$ cat config.mk
export PLATFORM = sky130hd
export DESIGN_NAME = settle_timer
export DESIGN_NICKNAME = d
export VERILOG_FILES = /design/src/rtl/gate_truth_checker_pkg.sv /design/src/rtl/gate_truth_checker_settle_timer.sv
export SDC_FILE = /design/constraint.sdc
export NUM_CORES = 1
export LEC_CHECK = 0
export ABC_AREA = 1
export BUFFER_PORTS_ARGS = -buffer_cell sky130_fd_sc_hd__buf_4
export CAP_MARGIN = 30
export CORE_AREA = 3 3 40 42
export CTS_BUF_LIST = sky130_fd_sc_hd__clkbuf_2
export DETAILED_ROUTE_END_ITERATION = 6
export DIE_AREA = 0 0 43 45
export GPL_ROUTABILITY_DRIVEN = 0
export PLACE_DENSITY = 0.35
export SYNTH_ARGS = -nofsm -noshare
export SYNTH_HDL_FRONTEND = slang
export SYNTH_SLANG_ARGS = --single-unit
$ cat constraint.sdc
create_clock -name clk -period 1.2 [get_ports clk]
set_input_delay 0.24 -clock clk [delete_from_list [all_inputs] [get_ports clk]]
set_output_delay 0.24 -clock clk [all_outputs]
set_load 0.01 [all_outputs]
$ cat src/rtl/gate_truth_checker_pkg.sv
// -----------------------------------------------------------------------------
// gate_check_pkg
// Shared definitions for the 2-input gate truth-table checker.
//   state_e     : sweep FSM encoding (IDLE, SETTLE, SAMPLE, DONE)
//   NUM_COMBOS  : number of input combinations of a 2-input gate
//   IDX_W       : width of the combination index
//   CNT_W       : width of the settle counter (SETTLE is at most 15)
//   mismatch()  : 4-state compare, so an X/Z gate output counts as a miss
// -----------------------------------------------------------------------------
package gate_check_pkg;

   typedef enum logic [1:0] {
      ST_IDLE   = 2'd0,
      ST_SETTLE = 2'd1,
      ST_SAMPLE = 2'd2,
      ST_DONE   = 2'd3
   } state_e;

   localparam int NUM_COMBOS = 4;
   localparam int IDX_W      = 2;
   localparam int CNT_W      = 4;

   // Case inequality on purpose: a floating or unknown gate output must be
   // reported as a failure rather than silently matching.
   function automatic logic mismatch(input logic obs, input logic exp);
      return (obs !== exp);
   endfunction

endpackage

$ cat src/rtl/gate_truth_checker_settle_timer.sv
// -----------------------------------------------------------------------------
// settle_timer
// Counts the cycles an input combination has been held.
//   clk     : clock
//   rst     : synchronous active-high reset
//   clear   : restart the count at zero (takes priority over en)
//   en      : advance the count by one
//   expired : count has reached SETTLE-1
// -----------------------------------------------------------------------------
module settle_timer
   import gate_check_pkg::*;
#(
   parameter int SETTLE = 2
)
(
   input  logic clk,
   input  logic rst,
   input  logic clear,
   input  logic en,
   output logic expired
);

   logic [CNT_W-1:0] count_r;

   // Settle counter: reset/clear to zero, otherwise count while enabled.
   always_ff @(posedge clk) begin
      if (rst) begin
         count_r <= {CNT_W{1'b0}};
      end else if (clear) begin
         count_r <= {CNT_W{1'b0}};
      end else if (en) begin
         count_r <= count_r + {{(CNT_W-1){1'b0}}, 1'b1};
      end else begin
         count_r <= count_r;
      end
   end

   assign expired = (count_r == CNT_W'(SETTLE - 1));

endmodule

==> results.sh, run 1 <==
export IMPL_hold_path_class="in2reg"
export IMPL_syn_nets=30
export IMPL_min_period_ns=1.23
export IMPL_hold_viol_final=0
export IMPL_setup_tns_ns=-0.0263
export IMPL_avgSynthCellArea_sq_um=7.77
export IMPL_ys_seq_area_share_pct=43.0
export IMPL_synth_cells=24
export IMPL_grt_pass1_vias=179
export IMPL_critPathRequiredTime_ns=0.96
export IMPL_drc=0
export IMPL_drt_initial_drc_count=3
export IMPL_maxSlewHeadroom_pct=80.3
export IMPL_endpoint_kind="primary output"
export IMPL_grt_max_degree=8
export IMPL_largest_reg_flops=4
export IMPL_worst_pin_slew_ns=0.295
export IMPL_cp_start_kind="flop"
export IMPL_row_count=13
export IMPL_period_share_pct=102
export IMPL_routedWlPerCell_um=8.96
export IMPL_slew_violations=0
export IMPL_cts_root_buf="clkbuf_2"
export IMPL_drt_total_wl_um=430
export IMPL_max_cap_violations=0
export IMPL_placed_cells=44
export IMPL_final_util_pct=22.2
export IMPL_final_nets=41
export IMPL_path_max_fanout=2
export IMPL_violations="setup timing"
export IMPL_layout_setup_ws_ns=-0.0263
export IMPL_grt_pass1_wl_um=724
export IMPL_die_width_um=43
export IMPL_final_instance_count_excl_fill=48
export IMPL_drive_above_1_share_pct=45.5
export IMPL_insertion_delay_ns=0.21
export IMPL_path_class="reg2out"
export IMPL_crit_arrival_ns=0.99
export IMPL_vias=184
export IMPL_pre_cts_ws_ns=0.100
export IMPL_power_density_mw_per_mm2=1040
export IMPL_grt_util_all_layers_pct=5.16
export IMPL_portBuffers=4
export IMPL_htree_levels=1
export IMPL_p_leak_nw=0.118
export IMPL_multi_input_area_sq_um=120
export IMPL_fmaxAchievable_mhz=815
export IMPL_viasPerCell=3.83
export IMPL_cts_tree="built"
export IMPL_synth_warnings=0
export IMPL_antenna_found_initial=0
export IMPL_setup_viol=1
export IMPL_yosysUniqueCellTypes=10
export IMPL_cts_buffers=3
export IMPL_start_util_pct=14.5
export IMPL_holdBufCountCts=0
export IMPL_yosys_area_top_type="dfxtp_1"
export IMPL_core_area_sq_mm=0.00128
export IMPL_ir_drop_uv=287
export IMPL_largestRegisters="count_r: 4 flops"
export IMPL_cts_buffer_depth=2
export IMPL_netlist_top_cells_area="dfxtp_1, ha_1, nand2_1, a21oi_1, nor2_1"
export IMPL_synth_area_sq_um=186
export IMPL_area_sequential_sq_um=82.6
export IMPL_clock_skew_ns=0.00351
export IMPL_largest_register="count_r"
export IMPL_design_die_area_sq_mm=0.00194
export IMPL_synth_seq_cells=4
export IMPL_num_antenna_cells=0
export IMPL_io_pins=5
export IMPL_rsz0062_at_grt="yes"
export IMPL_clkTransAtPathRegs_ns=0.05
export IMPL_dr_pass1_iters=5
export IMPL_area_delta_synth_final_pct=53.0
export IMPL_cts_num_sinks=4
export IMPL_synth_top_cell_area_share_pct=43.0
export IMPL_drtAntennaViolNets=0
export IMPL_fillers=145
export IMPL_die_y_um=45
export IMPL_worst_hold_slack_ns=0.244
export IMPL_grt_overflow_total=0
export IMPL_status="finished, violations left"
-- final cells by class --
| type | count | share of cell area (%) |
|---|---|---|
| multi-input combinational | 19 | 42.1 |
| clock buffer | 3 | 5.26 |
| sequential | 4 | 28.9 |
| tap | 15 | 6.58 |
| inverter | 1 | 1.32 |
| timing repair buffer | 6 | 15.8 |
-- power by group --
group | switching [mW] | internal, mW
clock network | 0.0556 | 0.0673
logic | 0.0149 | 0.0183
registers | 0.00270 | 0.137
-- worst paths after layout --
path | start | end | slack [ns] | cells past startpoint
hold reg to reg | count_r[3] | count_r[3] | 0.51 | 2
setup / recovery | count_r[1] | expired | -0.03 | 4
hold / removal | en | count_r[0] | 0.24 | 2
setup reg to reg | count_r[0] | count_r[2] | 0.21 | 4
-- layer usage --
metal  wire length (um)  vias to the layer above  global-route usage [%]
li1                   -                       98                       -
met1                202                       80                    6.49
met2                189                        6                    6.59
met3                 38                        0                    2.79
met4                  0                        0                    3.61
met5                  0                        -                       0
-- placed cells by master (no fill, tap or decap) --
cell type  n
nor2_2     1
a21oi_1    3
ha_4       1
dfxtp_2    2
dfxtp_1    2
ha_1       1
nor3b_2    1
o21ai_0    2
inv_2      1
nand2_1    5
clkbuf_2   3
nand3_1    1
nor2_1     4
buf_4      6
-- cell families after synthesis --
logic type	synth area share (%)
AO/OA/AOI/OAI	13.4
adder cells (fa/ha/maj)	13.4
buffers and inverters	2.01
flip-flops	43.0
AND/OR/NAND/NOR	28.2
-- Yosys cell counts --
cell     count
nand2_1      5
dfxtp_1      4
nor2_1       4
a21oi_1      3
ha_1         2
o21ai_0      2
inv_1        1
nand3_1      1
nor2_2       1
nor3b_1      1
-- per-stage QoR --
stage | total power [mW] | area [sq um]
floorplan | 0.152 | 186
global placement | 0.169 | 243
detailed placement | 0.170 | 243
CTS | 0.302 | 285
global route | 0.315 | 285
finish | 0.296 | 285
-- repair_timing --
item / 4_1_cts / 5_1_grt
resized for setup: 6 / 0
buffers inserted: 1 / 0
setup endpoints to repair: 1 / 1
-- critical path: stages, from the launching register on --
cell and delay (ns):
dfxtp_2 0.33, inv_2 0.04, ha_4 0.14, nor3b_2 0.14, buf_4 0.14
(Power assumes the default switching activity.)
==> run 2: changes to the inputs <==
==> constraint.sdc (replaced) <==
create_clock -name clk -period 1.4 [get_ports clk]
set_input_delay 0.28 -clock clk [delete_from_list [all_inputs] [get_ports clk]]
set_output_delay 0.28 -clock clk [all_outputs]
set_load 0.01 [all_outputs]
==> results.sh, run 2 (synthesis results as in run 1) <==
export IMPL_start_util_pct=14.5
export IMPL_p_leak_nw=0.107
export IMPL_final_common_cell="nand2_1"
export IMPL_hold_path_class="in2reg"
export IMPL_clock_skew_ns=0.00875
export IMPL_sw_frac_of_total_pct=26.2
export IMPL_endpoint_kind="primary output"
export IMPL_grt_util_all_layers_pct=5.08
export IMPL_min_period_ns=1.33
export IMPL_combPwrFrac_pct=8.8
export IMPL_routedWlPerCell_um=9.63
export IMPL_critical_path_top_delay_family="flip-flops"
export IMPL_grt_overflow_total=0
export IMPL_cts_num_sinks=4
export IMPL_holdBufCountCts=0
export IMPL_clkTransAtPathRegs_ns=0.05
export IMPL_r2r_cells=3
export IMPL_insertion_delay_ns=0.22
export IMPL_power_density_mw_per_mm2=984
export IMPL_largest_register="count_r"
export IMPL_clkPwrFrac_pct=43.7
export IMPL_fmaxAchievable_mhz=752
export IMPL_holdPathStages=2
export IMPL_core_area_sq_mm=0.00128
export IMPL_design_die_area_sq_mm=0.00194
export IMPL_ir_drop_uv=280
export IMPL_rsz0062_at_grt="no"
export IMPL_path_max_fanout=4
export IMPL_grt_max_degree=8
export IMPL_maxSlewHeadroom_pct=81.8
export IMPL_max_cap_violations=0
export IMPL_hold_viol_final=0
export IMPL_cpPeakStageDelay_ns=0.34
export IMPL_p_seq_share_pct=47.5
export IMPL_io_pins=5
export IMPL_cts_buffers=3
export IMPL_die_width_um=43
export IMPL_htree_levels=1
export IMPL_slew_violations=0
export IMPL_grt_pass1_vias=173
export IMPL_drt_initial_drc_count=1
export IMPL_cts_buffer_depth=2
export IMPL_p_int_mw=0.187
export IMPL_drc=0
export IMPL_setup_viol=0
export IMPL_dr_pass1_iters=4
export IMPL_vias=178
export IMPL_grt_pass1_wl_um=669
export IMPL_final_util_pct=20.1
export IMPL_die_y_um=45
export IMPL_cts_tree="built"
export IMPL_num_antenna_cells=0
export IMPL_final_nets=39
export IMPL_worst_hold_slack_ns=0.282
export IMPL_drt_total_wl_um=443
export IMPL_crit_arrival_ns=1.05
export IMPL_antenna_found_initial=0
export IMPL_rrSetupSlack_ns=0.54
export IMPL_drtAntennaViolNets=0
export IMPL_period_share_pct=95.0
export IMPL_cts_root_buf="clkbuf_2"
export IMPL_path_buf_inv=2
export IMPL_status="finished, final reports clean"
export IMPL_largestRegisters="count_r: 4 flops"
export IMPL_path_class="reg2out"
export IMPL_largest_reg_flops=4
export IMPL_path_cells="inv_1, ha_1, nor3b_2, buf_4"
export IMPL_drive_above_1_share_pct=35.5
export IMPL_cpMaxStageDelayCell="dfxtp_2"
export IMPL_cp_depth=4
export IMPL_cp_start_kind="flop"
export IMPL_setup_tns_ns=0
export IMPL_row_count=13
export IMPL_mostFrequentLayoutCells="nand2_1, nor2_1, buf_4, a21oi_1, clkbuf_2"
export IMPL_area_delta_synth_final_pct=38.3
export IMPL_hpwl_um=306
export IMPL_viasPerCell=3.87
export IMPL_worst_pin_slew_ns=0.272
export IMPL_critPathRequiredTime_ns=1.12
export IMPL_switching_power_mw=0.0665
export IMPL_portBuffers=4
export IMPL_power_mw=0.254
==> run 2: metrics by stage <==
stage	cell area, sq um	instances	setup slack, ns
final	258	46	0.0695
after global routing	258	46	0.0212
after CTS	251	46	0.0436
after detailed placement	235	43	0.249
after global placement	235	43	0.275
after floorplan	186	24	0.302
==> run 2: what timing repair did <==
| item | CTS | global route |
|---|---|---|
| endpoints found under the setup margin | 1 | 1 |
| buffers inserted | 0 | 0 |
| resized for setup | 1 | 2 |
==> run 2: power by group through the flow <==
| stage | combinational [mW] | clock (mW) | sequential (mW) |
|---|---|---|---|
| 2_1_floorplan | 0.00912 | 0 | 0.121 |
| 3_3_place_gp | 0.0213 | 0 | 0.122 |
| 3_5_place_dp | 0.0219 | 0 | 0.122 |
| 4_1_cts | 0.0221 | 0.113 | 0.120 |
| 5_1_grt | 0.0256 | 0.118 | 0.121 |
| 6_report | 0.0223 | 0.111 | 0.120 |
==> run 2: final timing paths <==
| path | end | startpoint |
|---|---|---|
| setup / recovery | expired | count_r[1] |
| hold / removal | count_r[0] | en |
| setup reg to reg | count_r[2] | count_r[0] |
| hold reg to reg | count_r[0] | count_r[0] |
==> run 2: worst reg2reg max path, stage by stage (launching register included) <==
cell and delay (ns):
dfxtp_2 0.34, ha_1 0.21, a21oi_1 0.14, nor2_1 0.05
==> run 2: layout make-up <==
| class | count | area, sq um |
|---|---|---|
| inverter | 1 | 3.75 |
| tap | 15 | 18.8 |
| clock buffer | 3 | 15.0 |
| fill | 145 | 1030 |
| multi-input combinational | 19 | 108 |
| timing repair buffer | 4 | 30.0 |
| sequential | 4 | 82.6 |
==> run 2: layer usage <==
layer / vias up / GRT usage [%] / part of all wire, %
met5: - / 0 / 0
met4: 0 / 0 / 0
met3: 0 / 5.98 / 13
met2: 8 / 6.59 / 39
met1: 77 / 5.78 / 48
li1: 93 / - / -
==> run 3: changes to the inputs <==
--- a/config.mk
+++ b/config.mk
@@ -6,14 +6,15 @@
 export NUM_CORES = 1
 export LEC_CHECK = 0
 export ABC_AREA = 1
-export BUFFER_PORTS_ARGS = -buffer_cell sky130_fd_sc_hd__buf_4
 export CAP_MARGIN = 30
 export CORE_AREA = 3 3 40 42
 export CTS_BUF_LIST = sky130_fd_sc_hd__clkbuf_2
 export DETAILED_ROUTE_END_ITERATION = 6
 export DIE_AREA = 0 0 43 45
+export DONT_BUFFER_PORTS = 1
 export GPL_ROUTABILITY_DRIVEN = 0
-export PLACE_DENSITY = 0.35
+export PLACE_DENSITY = 0.31
 export SYNTH_ARGS = -nofsm -noshare
 export SYNTH_HDL_FRONTEND = slang
 export SYNTH_SLANG_ARGS = --single-unit
+export TNS_END_PERCENT = 100
==> constraint.sdc (replaced) <==
create_clock -name clk -period 1.65 [get_ports clk]
set_input_delay 0.33 -clock clk [delete_from_list [all_inputs] [get_ports clk]]
set_output_delay 0.33 -clock clk [all_outputs]
set_load 0.01 [all_outputs]
==> results.sh, run 3 (synthesis results as in run 1) <==
export IMPL_crit_path_start="count_r[0]"
export IMPL_cp_start_kind="flop"
export IMPL_cts_num_sinks=4
export IMPL_area_sequential_sq_um=80.1
export IMPL_power_mw=0.204
export IMPL_htree_levels=1
export IMPL_worst_pin_slew_ns=0.439
export IMPL_holdBufCountCts=0
export IMPL_rsz0062_at_grt="no"
export IMPL_largest_register="count_r"
export IMPL_fmaxAchievable_mhz=676
export IMPL_cts_root_buf="clkbuf_2"
export IMPL_endpoint_kind="primary output"
export IMPL_setup_tns_ns=0
export IMPL_clock_skew_ns=0.00612
export IMPL_setup_viol=0
export IMPL_portBuffers=0
export IMPL_grt_pass1_vias=169
export IMPL_num_antenna_cells=0
export IMPL_r2r_start="count_r[1]"
export IMPL_cts_resized_gates=0
export IMPL_maxSlewHeadroom_pct=70.7
export IMPL_setup_worst_path_end="expired"
export IMPL_cts_buffer_depth=2
export IMPL_clkTransAtPathRegs_ns=0.04
export IMPL_multi_input_area_sq_um=103
export IMPL_dr_pass1_iters=2
export IMPL_routedWlPerCell_um=9.00
export IMPL_status="finished, final reports clean"
export IMPL_final_common_cell="nand2_1"
export IMPL_cts_tree="built"
export IMPL_drt_total_wl_um=378
export IMPL_hold_path_class="in2reg"
export IMPL_vias=168
export IMPL_grt_util_all_layers_pct=5.00
export IMPL_p_leak_nw=0.0815
export IMPL_final_nets=35
export IMPL_period_share_pct=89.6
export IMPL_area_delta_synth_final_pct=18.1
export IMPL_rr_endpoint="count_r[1]"
export IMPL_antenna_found_initial=0
export IMPL_path_class="reg2out"
export IMPL_die_width_um=43
export IMPL_drc=0
export IMPL_fillers=151
export IMPL_drt_initial_drc_count=1
export IMPL_critPathRequiredTime_ns=1.32
export IMPL_max_cap_violations=0
export IMPL_largestRegisters="count_r: 4 flops"
export IMPL_slew_violations=0
export IMPL_hpwl_um=283
export IMPL_io_pins=5
export IMPL_grt_overflow_total=0
export IMPL_post_cts_setup_buffers=0
export IMPL_grt_max_degree=8
export IMPL_start_util_pct=14.5
export IMPL_crit_arrival_ns=1.15
export IMPL_grt_pass1_wl_um=607
export IMPL_mostFrequentLayoutCells="nand2_1, nor2_1, dfxtp_1, a21oi_1, clkbuf_2"
export IMPL_rrSetupSlack_ns=0.76
export IMPL_drive_above_1_share_pct=14.8
export IMPL_drtAntennaViolNets=0
export IMPL_cts_buffers=3
export IMPL_largest_reg_flops=4
export IMPL_core_area_sq_mm=0.00128
export IMPL_power_density_mw_per_mm2=928
export IMPL_min_period_ns=1.48
export IMPL_path_max_fanout=5
export IMPL_row_count=13
export IMPL_design_die_area_sq_mm=0.00194
export IMPL_hold_viol_final=0
export IMPL_r2r_cells=3
export IMPL_ir_drop_uv=226
export IMPL_insertion_delay_ns=0.21
export IMPL_viasPerCell=4.00
export IMPL_die_y_um=45
==> run 3: how the worst min path moves through the flow <==
stage	cells after the start	startpoint	endpoint	slack, ns
finish	1	en	count_r[1]	0.21
global route	1	en	count_r[1]	0.20
CTS	1	en	count_r[1]	0.20
detailed placement	1	en	count_r[1]	0.43
global placement	1	en	count_r[1]	0.43
floorplan	1	en	count_r[1]	0.42
==> run 3: per-stage QoR <==
stage,setup WS (ns),hold slack (ns),instances,util (%),instance area [sq um]
CTS,0.137,0.197,42,17.1,220
floorplan,0.502,0.419,24,-,186
global route,0.0841,0.203,42,17.1,220
detailed placement,0.379,0.428,39,16.0,205
finish,0.171,0.209,42,17.1,220
global placement,0.436,0.428,39,16.0,205
==> run 3: metal layers <==
metal / share of wire, % / wire (um) / up-vias / global-route usage (%)
li1: - / - / 87 / -
met1: 45 / 170 / 73 / 4.11
met2: 44 / 166 / 5 / 6.59
met3: 4.8 / 18 / 3 / 2.39
met4: 6.1 / 23 / 0 / 9.04
met5: 0 / 0 / - / 0
==> run 3: layout make-up <==
type	count	share of cell area (%)
inverters	1	1.70
multi-input cells	19	46.6
well taps	15	8.52
clock buffers	3	6.82
flip-flops and latches	4	36.4
==> run 3: worst max-delay path, cell delays in order (launching register included) <==
cell and delay (ns):
dfxtp_1 0.39, ha_1 0.16, nor3b_1 0.39
==> run 3: power by group <==
part / internal [mW] / total (mW) / switching (mW)
clock network: 0.0490 / 0.0933 / 0.0443
logic: 0.00393 / 0.00945 / 0.00552
registers: 0.0991 / 0.102 / 0.00253
total: 0.152 / 0.204 / 0.0524
